File: src/rtl/usb_tx_encoder.sv
// usb_tx_encoder: USB full-speed transmit serializer with SYNC, bit stuffing, NRZI and EOP
module usb_tx_encoder #(
  parameter int CLKS_PER_BIT = 8,
  parameter logic [7:0] SYNC_BYTE = 8'h80
) (
  input  logic       clk,
  input  logic       rst,
  input  logic [7:0] tx_data,
  input  logic       tx_valid,
  input  logic       tx_last,
  output logic       tx_ready,
  output logic       busy,
  output logic       tx_done,
  output logic       tx_err,
  output logic       d_plus,
  output logic       d_minus
);
  localparam int CW = $clog2(CLKS_PER_BIT);
  typedef enum logic [2:0] {IDLE, SYNC, DATA, EOP_SE0, EOP_J} state_t;
  state_t state, state_n;
  logic [CW-1:0] cnt, cnt_n;
  logic [2:0] idx, idx_n, ones, ones_n;
  logic [7:0] sh, sh_n, hold_data, hold_data_n;
  logic cur_last, cur_last_n, hold_last, hold_last_n, hold_full, hold_full_n, aborted, aborted_n;
  logic dp_n, dm_n, busy_n, done_n, err_n, ready_n, emit, eb;
  logic acc, wrap, step;
  assign acc = tx_valid && tx_ready;
  assign wrap = cnt == CW'(CLKS_PER_BIT - 1);
  assign step = wrap && (state == DATA || (state == SYNC && idx == 3'd0));
  always_comb begin
    state_n = state;
    idx_n = idx;
    ones_n = ones;
    sh_n = sh;
    cur_last_n = cur_last;
    hold_data_n = hold_data;
    hold_last_n = hold_last;
    hold_full_n = hold_full;
    aborted_n = aborted;
    dp_n = d_plus;
    dm_n = d_minus;
    busy_n = busy;
    done_n = 1'b0;
    err_n = 1'b0;
    emit = 1'b0;
    eb = 1'b0;
    if (acc) begin
      hold_data_n = tx_data;
      hold_last_n = tx_last;
      hold_full_n = 1'b1;
    end
    if (state == IDLE && (acc || hold_full)) begin
      state_n = SYNC;
      busy_n = 1'b1;
      idx_n = 3'd1;
      cur_last_n = 1'b0;
      aborted_n = 1'b0;
      emit = 1'b1;
      eb = SYNC_BYTE[0];
    end
    if (state == SYNC && wrap && idx != 3'd0) begin
      emit = 1'b1;
      eb = SYNC_BYTE[idx];
      idx_n = idx + 3'd1;
    end
    if (step) begin
      if (ones == 3'd6) begin
        emit = 1'b1;
        eb = 1'b0;
      end else if (idx != 3'd0) begin
        emit = 1'b1;
        eb = sh[0];
        sh_n = sh >> 1;
        idx_n = idx + 3'd1;
      end else if (cur_last || !hold_full) begin
        state_n = EOP_SE0;
        dp_n = 1'b0;
        dm_n = 1'b0;
        err_n = !cur_last;
        aborted_n = !cur_last;
      end else begin
        state_n = DATA;
        emit = 1'b1;
        eb = hold_data[0];
        sh_n = hold_data >> 1;
        cur_last_n = hold_last;
        hold_full_n = 1'b0;
        idx_n = 3'd1;
      end
    end
    if (state == EOP_SE0 && wrap) begin
      idx_n = idx == 3'd1 ? 3'd0 : 3'd1;
      state_n = idx == 3'd1 ? EOP_J : EOP_SE0;
      dp_n = idx == 3'd1;
    end
    if (state == EOP_J) begin
      done_n = cnt == CW'(CLKS_PER_BIT - 2) && !aborted;
      if (wrap) begin
        state_n = IDLE;
        busy_n = 1'b0;
        ones_n = 3'd0;
      end
    end
    if (emit) begin
      dp_n = eb ? d_plus : !d_plus;
      dm_n = !dp_n;
      ones_n = eb ? ones + 3'd1 : 3'd0;
    end
    cnt_n = (state == IDLE || wrap) ? '0 : cnt + CW'(1);
    ready_n = !hold_full_n && state_n != EOP_SE0 && state_n != EOP_J;
  end
  always_ff @(posedge clk or posedge rst) begin
    if (rst) begin
      state <= IDLE;
      cnt <= '0;
      idx <= 3'd0;
      ones <= 3'd0;
      sh <= 8'd0;
      cur_last <= 1'b0;
      hold_data <= 8'd0;
      hold_last <= 1'b0;
      hold_full <= 1'b0;
      aborted <= 1'b0;
      d_plus <= 1'b1;
      d_minus <= 1'b0;
      busy <= 1'b0;
      tx_done <= 1'b0;
      tx_err <= 1'b0;
      tx_ready <= 1'b1;
    end else begin
      state <= state_n;
      cnt <= cnt_n;
      idx <= idx_n;
      ones <= ones_n;
      sh <= sh_n;
      cur_last <= cur_last_n;
      hold_data <= hold_data_n;
      hold_last <= hold_last_n;
      hold_full <= hold_full_n;
      aborted <= aborted_n;
      d_plus <= dp_n;
      d_minus <= dm_n;
      busy <= busy_n;
      tx_done <= done_n;
      tx_err <= err_n;
      tx_ready <= ready_n;
    end
  end
endmodule

File: config.mk
export PLATFORM = sky130hd
export DESIGN_NAME = usb_tx_encoder
export DESIGN_NICKNAME = d
export VERILOG_FILES = /design/src/rtl/usb_tx_encoder.sv
export SDC_FILE = /design/constraint.sdc
export NUM_CORES = 1
export LEC_CHECK = 0
export BUFFER_PORTS_ARGS = -buffer_cell sky130_fd_sc_hd__buf_2
export CAP_MARGIN = 20
export CORE_MARGIN = 2
export CORE_UTILIZATION = 43
export CTS_BUF_LIST = sky130_fd_sc_hd__clkbuf_4
export CTS_CLUSTER_DIAMETER = 40
export DETAILED_ROUTE_END_ITERATION = 10
export GPL_TIMING_DRIVEN = 1
export PLACE_DENSITY = 0.72
export SYNTH_ARGS = -nofsm -noshare
export SYNTH_HDL_FRONTEND = slang
export SYNTH_SLANG_ARGS = --single-unit
export TNS_END_PERCENT = 30
File: constraint.sdc
create_clock -name clk -period 5.4 [get_ports clk]
set_clock_uncertainty 0.2 [all_clocks]
set_input_delay 0.81 -clock clk [delete_from_list [all_inputs] [get_ports clk]]
set_output_delay 0.81 -clock clk [all_outputs]
set_load 0.02 [all_outputs]
==> impl_results.md, run 1 <==
* Outcome: finished clean
* RSZ-0062 raised after global routing: false
* Fmax at 0.371 GHz
* Total power at 1.19 mW
* Final Non-Filler Cells at 250
* CP max stage delay at 0.51 ns
* Nets at 218
* CTS Buf Count at 5
* Cell Rows at 24
* Syn_area_per_cell at 11.4 um^2
* Critical Path Source Type: flip-flop
* Final period utilization at 50.0%
* Final WL at 3540 um
* Syn Nets at 199
* Worst R2R End: d_plus
* Pre-CTS WS at 2.66 ns
* Port Buffers at 17
* Rel. slew slack at 60.0%
* Io pins at 18
* Die Y at 72.7 um
* Hpwl dp at 2590 um
* CTS H-tree lvls at 2
* Vias at 1,343
* Post-synthesis mux area share at 8.46%
* Vias in the first global route at 1,325
* Clk root buf: clkbuf_4
* Max-cap viol count at 0
* Largest net degree at the start of global routing at 38
* Setup CP Type: reg -> reg
* Slew @ Worst Pin at 0.595 ns
* Routability cong. at 0.855
* Top FF cell, synth: dfrtp_1
* Global Route Usage Sum at 15.2%
* GRT overflow at 0
* Worst-path clk slew at 0.11 ns
* Tmin final at 2.70 ns
* EDFF count, synth at 0
* Fin Setup TNS at 0 ns
* Reg2Reg Depth at 8
* Worst-path cell chain: inv_1, ha_1, nor2b_1, buf_4, mux2i_1, o2bb2ai_4, o21ai_1, or3b_1
* Clk_lat worst skew at 0.36 ns
* Clock Sinks at 37
* Gate Count Post-Synth at 178
* Via density at 5.37
* Register area at 928 um^2
* DP Cell Count at 242
* Starting Density at 45.6%
* WL per Instance at 14.2 um
* # resized after CTS at 0
* Hold Vio Cnt, Final at 0
* Hold-fix buffers at CTS at 0
* Fin worst setup slack at 2.70 ns
* Chip Width at 72.7 um
* Maximum vdd drop at 0.244 mV
* Detailed Routing Iterations Pass 1 at 4
* Setup crit start: idx[0]
* # fillers at 417
* Mapped Area at 2030 um^2
* Clock Tree Buf Depth at 2
* Crit path capture type: flip-flop
* Highest-count cells in the layout ignoring fill and taps: dfrtp_1 (35), buf_2 (17), a21oi_1 (16)
* Initial antenna violation count at 0
* Worst reg2reg setup slack at 2.70 ns
* Final setup violating endpoints at 0
* Crit path DAT at 2.79 ns
* Crit-path slowest cell: nor2b_1
* Layout area overhead at 9.01%
* N_diodes at 0
* Hold Crit Class: reg -> reg
* Layout cells sized above 1 at 26.8%
* Warnings, synthesis at 0
* Die footprint at 5280 um^2
* Remaining DRCs at 0
* Drt initial violations at 101
* Required @ worst endpoint at 5.49 ns
* Dpl cell area at 2130 um^2
* Post CTS Setup Buffer Count at 0
* Simple-Gate Fraction of Synth Area at 18.5%
* Multi-input gate area at 996 um^2
* Max FO, Critical Path at 10
* CP Buf/Inv Count at 2
* Compound-Gate Fraction of Synth Area at 16.2%
* Largest family of logic cells by synthesized area: simple AND/OR/NAND/NOR gates
* Post-Synth XOR/XNOR Area at 0.432%
* Crit path depth at 8
* Synth async-reset ratio at 100%
* Leak Pwr at 0.972 nW
* Critical Path Sink: d_plus
* FF+latch count, synth at 37
* Adder-cell area share of the yosys netlist at 5.56%
* Max Slew Vio Count at 0
* Total core area at 4440 um^2
* Most common cell after layout, fill and taps aside: dfrtp_1
* Cell variety after synth at 50
* Register area share after synthesis at 45.8%
* Antenna viol nets, final at 0
* Fin area at 2210 um^2
* Kind of cell adding the most delay to the critical path: simple AND/OR/NAND/NOR gates
* First-pass GRT wire length at 6110 um
* Reg-to-reg startpoint: idx[0]
* TritonCTS clock tree: built
* Pwr Density at 538 nW/um^2
-- report_power, final --
| group | internal [mW] | switching, mW |
|---|---|---|
| Clock | 0.0958 | 0.0968 |
| Combinational | 0.227 | 0.257 |
| Sequential | 0.402 | 0.110 |
-- worst register-to-register path, stage by stage (launching register included) --
cell       delay, ns
dfrtp_1         0.43
inv_1           0.09
ha_1            0.18
nor2b_1         0.51
buf_4           0.31
mux2i_1         0.31
o2bb2ai_4       0.13
o21ai_1         0.13
or3b_1          0.34
-- cell type report --
cell class              count  share of cell area, %
clock buffers               5                   1.70
clock inverters             3                   1.87
inverters                  11                   1.87
multi-input cells         123                   45.1
flip-flops and latches     37                   42.0
well taps                  52                   2.94
repair buffers             19                   4.53
-- cells by family (layout without fill, tap and decap cells) --
kind of cell | count (synthesis) | count (layout)
and+or+nand+nor | 56 | 56
AOI/OAI and AO/OA | 41 | 41
DFF | 37 | 37
buffers and inverters | 18 | 38
muxes | 16 | 16
adders and majority gates | 9 | 9
xor gates and xnor gates | 1 | 1
-- synth_stat cells (all sizes together) (3+ instances only) --
cell,count,area share (%)
nor3,8,2.8
nor2,12,2.6
nand2b,5,1.5
o21a,5,1.9
nand2,8,1.5
nor2b,6,2.7
mux2,9,5.0
a21oi,19,5.6
dfrtp,35,43
inv,11,2.0
mux2i,7,3.5
buf,7,3.0
o21ai,5,1.2
nor3b,3,1.1
nor4,3,1.7
ha,9,5.6
-- routing by layer --
layer / vias up / global-route usage [%] / wire length (um)
met5: - / 0 / 0
met4: 0 / 5.14 / 68
met3: 8 / 5.39 / 132
met2: 19 / 23.7 / 1680
met1: 643 / 19.6 / 1650
li1: 673 / - / -
-- flip-flops by register name, indices dropped and copies added (netlist names), 3 cells and up --
register and cells:
hold_data 8, state 3, cnt 3, ones 3, idx 3, sh 7
-- how the worst min path moves through the flow --
stage,start,endpoint,slack [ns],cells after the start
2_1_floorplan,cnt[0],cnt[0],0.24,1
3_3_place_gp,cnt[0],cnt[0],0.25,1
3_5_place_dp,d_minus,d_minus,0.28,1
4_1_cts,cnt[0],cnt[0],0.31,1
5_1_grt,busy,busy,0.33,1
6_report,busy,busy,0.30,1
-- per-stage QoR --
stage | hold slack (ns) | util [%]
after CTS | 0.309 | 49.7
final | 0.303 | 49.7
after floorplan | 0.238 | -
after detailed placement | 0.283 | 47.9
after global placement | 0.254 | 47.9
after global routing | 0.329 | 49.7
Note: power is estimated with default switching activity, not from simulation.
==> run 2, diff against run 1 <==
- clock period: 5.4 -> 2.7 ns (I/O delays scaled with it)
==> run 2 against run 1 <==
  * Sequential cell count stayed put
  * Cell area is 0.40% higher
  * Power rose by 93%
  * Non-clock buffer count grew 4
  * Cell count increased by 1.6%
  * Global-route usage grew 0.052 points
  * Sequential share of layout area is 0.17 points lower
  * Sequential power up 99%
  * Utilization increased by 0.20 points
  * Via count up 1.3%
  * Maximum frequency is 16% higher
  * Worst hold slack worse by 0.22 ns
  * Critical path type unchanged
  * Critical endpoint is now idx[1]
==> impl_results.md, run 2 (synthesis gave the netlist of run 1 again) <==
* Max Slew Vio Count at 0 (unchanged)
* Fin worst setup slack at 0.365 ns (-2.34 ns)
* Top reg by flops: hold_data
* Die footprint at 5280 um^2 (unchanged)
* Crit path capture type: flip-flop
* Remaining DRCs at 0 (unchanged)
* Max-cap viol count at 0 (unchanged)
* Detailed Routing Iterations Pass 1 at 4 (unchanged)
* N_diodes at 0 (unchanged)
* Hold Vio Cnt, Final at 0 (unchanged)
* Initial antenna violation count at 0 (unchanged)
* Routability cong. at 0.798 (-6.7%)
* Setup CP Type: reg -> reg
* Critical Path Sink: idx[1]
* Pwr Density at 1030 nW/um^2 (+92%)
* Vias in the first global route at 1,374 (+3.7%)
* Max FO, Critical Path at 4 (-6)
* Global Route Usage Sum at 15.2% (+0.052 points)
* Final period utilization at 86.5% (+36 points)
* Tmin final at 2.33 ns (-0.364 ns)
* Final setup violating endpoints at 0 (unchanged)
* Hold-fix buffers at CTS at 1 (+1)
* Reg-to-reg startpoint: idx[0]
* Crit path DAT at 2.42 ns (-0.37 ns)
* CTS H-tree lvls at 2 (unchanged)
* Crit-path slowest cell: dfrtp_1
* Post CTS Setup Buffer Count at 0 (unchanged)
* Worst-path cell chain: inv_1, ha_1, nor2b_1, buf_4, nor4_4, or2_1, or3_1, a21oi_1
* Clock Sinks at 37 (unchanged)
* Hold Crit Class: in -> reg
* Clk_lat worst skew at 0.34 ns (-0.02 ns)
* Slew @ Worst Pin at 0.456 ns (-0.139 ns)
* Highest-count cells in the layout ignoring fill and taps: dfrtp_1 (35), buf_2 (17), a21oi_1 (16)
* Top Registers: hold_data x8, sh x7
* Flip-flop count of the largest register after layout at 8 (unchanged)
* Largest net degree at the start of global routing at 38 (unchanged)
* Fin Setup TNS at 0 ns (unchanged)
* Reg2Reg Depth at 8 (unchanged)
* Required @ worst endpoint at 2.78 ns (-2.71 ns)
* TritonCTS clock tree: built
* Hpwl dp at 2620 um (+1.2%)
* Cell Rows at 24 (unchanged)
* Die Y at 72.7 um (unchanged)
* Rel. slew slack at 69.6% (+9.6 points)
* Fmax at 0.428 GHz (+16%)
* Port Buffers at 17 (unchanged)
* Drt initial violations at 123 (+22%)
* Nets at 222 (+1.8%)
* Final WL at 3440 um (-2.8%)
* Hold WS at 0.0845 ns (-0.219 ns)
* Total core area at 4440 um^2 (unchanged)
* WL per Instance at 13.5 um (-4.3%)
* Starting Density at 45.6% (unchanged)
* Vias at 1,361 (+1.3%)
* Pre-CTS WS at 0.380 ns (-2.28 ns)
* Most common cell after layout, fill and taps aside: dfrtp_1
* Maximum vdd drop at 0.605 mV (+150%)
* Worst R2R End: idx[1]
* First-pass GRT wire length at 6220 um (+1.8%)
* Outcome: finished clean
* Via density at 5.36 (-0.26%)
* Leak Pwr at 0.984 nW (+1.3%)
* Worst reg2reg setup slack at 0.37 ns (-2.34 ns)
* # resized after CTS at 0 (unchanged)
* Layout area overhead at 9.44%
* Clk root buf: clkbuf_4
* Clock Tree Buf Depth at 2 (unchanged)
* GRT overflow at 0 (unchanged)
* CP max stage delay at 0.43 ns (-0.08 ns)
* CTS Buf Count at 5 (unchanged)
* Worst-path clk slew at 0.11 ns (about the same)
* Layout cells sized above 1 at 28.2% (+1.5 points)
* Critical Path Source Type: flip-flop
* Setup crit start: idx[0]
* Antenna viol nets, final at 0 (unchanged)
* RSZ-0062 raised after global routing: false
* Io pins at 18 (unchanged)
* Chip Width at 72.7 um (unchanged)
-- run 2: stage by stage --
stage / instance area (um^2) / util [%] / total power, mW / cells
2_1_floorplan: 2030 / - / 1.84 / 178
3_3_place_gp: 2150 / 48.5 / 2.01 / 245
3_5_place_dp: 2150 / 48.5 / 2.03 / 245
4_1_cts: 2220 / 49.9 / 2.32 / 254
5_1_grt: 2220 / 49.9 / 2.48 / 254
6_report: 2220 / 49.9 / 2.29 / 254
-- run 2: worst min path at each step --
stage	startpoint	endpoint	slack [ns]	depth (start not counted)
after detailed placement	cnt[0]	cnt[0]	0.27	1
final	tx_data[1]	hold_data[1]	0.08	2
after global placement	cnt[0]	cnt[0]	0.26	1
after CTS	tx_data[1]	hold_data[1]	0.07	2
after floorplan	cnt[0]	cnt[0]	0.24	1
after global routing	tx_data[1]	hold_data[1]	0.06	2
-- run 2: area by class of cell --
class	count	area, um^2
Clock buffer	5	37.5
Clock inverter	3	17.5
Fill cell	406	2230
Inverter	11	41.3
Multi-Input combinational cell	123	996
Sequential cell	37	928
Tap cell	52	65.1
Timing Repair Buffer	23	133
-- run 2: per-layer routing --
layer / global-route usage (%) / share of wire [%] / vias up
met4: 7.41 / 1.7 / 0
met3: 3.45 / 2.9 / 7
met1: 20.5 / 49 / 648
li1: - / - / 684
met2: 23.3 / 46 / 22
met5: 0 / 0 / -
-- run 2: worst max-delay path, delay by kind of cell, from the launching register on --
family	cells	cell delay (ns)
AND/OR/NAND/NOR	4	1.00
flip-flops	1	0.43
buffers and inverters	2	0.31
adder cells (fa/ha/maj)	1	0.19
AO/OA/AOI/OAI	1	0.14
-- run 2: report_power, final --
group / internal, mW / leakage (nW) / switching (mW)
Combinational: 0.474 / 0.511 / 0.521
Sequential: 0.805 / 0.443 / 0.211
Clock: 0.0981 / 0.0310 / 0.185
==> run 3, diff against run 2 <==
==> constraint.sdc (replaced) <==
create_clock -name clk -period 2.7 [get_ports clk]
set_clock_uncertainty 0.2 [all_clocks]
set_input_delay 0.54 -clock clk [delete_from_list [all_inputs] [get_ports clk]]
set_output_delay 0.54 -clock clk [all_outputs]
set_load 0.02 [all_outputs]
==> run 3 against run 2 <==
  * Largest power group unchanged
  * Power about the same
  * Utilization shrank 0.23 points
  * Largest cell class unchanged
  * Maximum frequency is the same
==> impl_results.md, run 3 (synthesis gave the netlist of run 1 again) <==
* Outcome: finished clean
* Chip Width at 72.7 um (unchanged)
* Multi-input gate area at 996 um^2 (unchanged)
* Die footprint at 5280 um^2 (unchanged)
* Power share of the clock group at 12.4% (about the same)
* Final period utilization at 86.5% (unchanged)
* Critical Path Source Type: flip-flop
* Crit path DAT at 2.42 ns (about the same)
* Met3 usage at 3.45% (unchanged)
* Crit path capture type: flip-flop
* Required @ worst endpoint at 2.78 ns (about the same)
* Logic pwr share at 43.3% (about the same)
* Starting Density at 45.6% (unchanged)
* Worst-path cell chain: inv_1, ha_1, nor2b_1, buf_4, nor4_4, or2_1, or3_1, a21oi_1
* Clock Tree Buf Depth at 2 (unchanged)
* Detailed Routing Iterations Pass 1 at 4 (unchanged)
* Tmin final at 2.33 ns (unchanged)
* Fmax at 0.428 GHz (unchanged)
* Max FO, Critical Path at 4 (unchanged)
* Switching pwr at 0.918 mW (about the same)
* Clk_lat worst skew at 0.34 ns (about the same)
* Setup CP Type: reg -> reg
* Via density at 5.36 (+0.10%)
* Fin Setup TNS at 0 ns (unchanged)
* Io pins at 18 (unchanged)
* CP max stage delay at 0.43 ns (about the same)
* CTS H-tree lvls at 2 (unchanged)
* Vias at 1,357 (-0.29%)
* TritonCTS clock tree: built
* Reg power frac at 44.3% (about the same)
* Crit-path slowest cell: dfrtp_1
* Dpl cell area at 2150 um^2 (unchanged)
* Total core area at 4440 um^2 (unchanged)
* Kind of cell adding the most delay to the critical path: simple AND/OR/NAND/NOR gates
* N_diodes at 0 (unchanged)
* Hold Crit Class: in -> async
* Hold-fix buffers at CTS at 0 (-1)
* Layout area overhead at 8.95%
* Routability cong. at 0.798 (unchanged)
* Top Registers: hold_data x8, sh x7
* Initial antenna violation count at 0 (unchanged)
* Top reg by flops: hold_data
* WL per Instance at 13.6 um (+0.34%)
* Switching part of the total power at 40.0% (about the same)
* Pint at 1.38 mW (about the same)
* Fin area at 2210 um^2 (-0.45%)
* CTS Buf Count at 5 (unchanged)
* Leak Pwr at 0.980 nW (-0.42%)
* Finished Core Util at 49.7% (-0.23 points)
* Slew @ Worst Pin at 0.456 ns (+0.000000119 ns)
* Worst-path clk slew at 0.11 ns (about the same)
* Hold Vio Cnt, Final at 0 (unchanged)
* Highest-count cells in the layout ignoring fill and taps: dfrtp_1 (35), buf_2 (17), a21oi_1 (16)
* Port Buffers at 17 (unchanged)
* Pwr Density at 1040 nW/um^2 (+0.41%)
* Layout cells sized above 1 at 28.4% (+0.14 points)
* Most common cell after layout, fill and taps aside: dfrtp_1
* Final WL at 3440 um (about the same)
* Nets at 221 (-0.45%)
* Total power at 2.29 mW (about the same)
* M2 GR Usage at 23.2% (-0.10 points)
* Vias in the first global route at 1,368 (-0.44%)
* Flip-flop count of the largest register after layout at 8 (unchanged)
* Drt initial violations at 85 (-31%)
* Die Y at 72.7 um (unchanged)
* Remaining DRCs at 0 (unchanged)
* Gr busiest metal: met2
* Final setup violating endpoints at 0 (unchanged)
* Clk root buf: clkbuf_4
* Cell Rows at 24 (unchanged)
* Clock Sinks at 37 (unchanged)
* Rel. slew slack at 69.6% (unchanged)
* Antenna viol nets, final at 0 (unchanged)
* # resized after CTS at 0 (unchanged)
* Largest net degree at the start of global routing at 38 (unchanged)
* First-pass GRT wire length at 6200 um (-0.21%)
* Met1 GRT Util at 20.5% (unchanged)
* CP Buf/Inv Count at 2 (unchanged)
* Hpwl dp at 2620 um (unchanged)
* Max Slew Vio Count at 0 (unchanged)
* RSZ-0062 raised after global routing: false
* Register area at 928 um^2 (unchanged)
* Global Route Usage Sum at 15.2% (-0.029 points)
* Post CTS Setup Buffer Count at 0 (unchanged)
* GRT overflow at 0 (unchanged)
* # fillers at 407 (+0.25%)
* Maximum vdd drop at 0.605 mV (about the same)
* Max-cap viol count at 0 (unchanged)
[run 3: cell count changes in the layout (fill, tap and decap cells not counted)]
cell / delta
dlygate4sd3_1: -1
[run 3: power groups by stage]
stage               Combinational (mW)  Clock (mW)  Sequential [mW]
finish                           0.993       0.284             1.02
global route                      1.11       0.318             1.06
floorplan                        0.872           0            0.967
CTS                               1.00       0.297             1.02
global placement                 0.980           0             1.03
detailed placement                1.00           0             1.03
[run 3: path summary, 6_finish.rpt]
kind,from,to,slack [ns],depth (start not counted)
min reg2reg,cnt[0],cnt[0],0.28,1
min,rst,d_minus,0.07,3
max,idx[0],idx[1],0.37,8
max in group asynchronous,rst,tx_ready,1.87,3
min in group clk,tx_data[1],hold_data[1],0.22,2
max reg2reg,idx[0],idx[1],0.37,8
[run 3: stage by stage]
step | setup WS [ns] | hold slack (ns) | cells
floorplan | 0.609 | 0.238 | 178
CTS | 0.368 | 0.0822 | 253
global route | 0.193 | 0.111 | 253
finish | 0.365 | 0.0739 | 253
global placement | 0.419 | 0.261 | 245
detailed placement | 0.380 | 0.269 | 245
[run 3: routing by layer]
metal  vias to the layer above  wire length [um]
met5                         -                 0
met3                         7               101
met2                        22              1600
li1                        682                 -
met4                         0                60
met1                       646              1680
[run 3: worst min-delay path, stage by stage]
cell	delay (ns)
buf_2	0.09
inv_1	0.04
buf_4	0.40
[run 3: final cells by class]
class | count | area share (%)
Clock buffer | 5 | 1.70
Clock inverter | 3 | 0.793
Inverter | 11 | 1.87
Multi-Input combinational cell | 123 | 45.1
Sequential cell | 37 | 42.0
Tap cell | 52 | 2.95
Timing Repair Buffer | 22 | 5.55
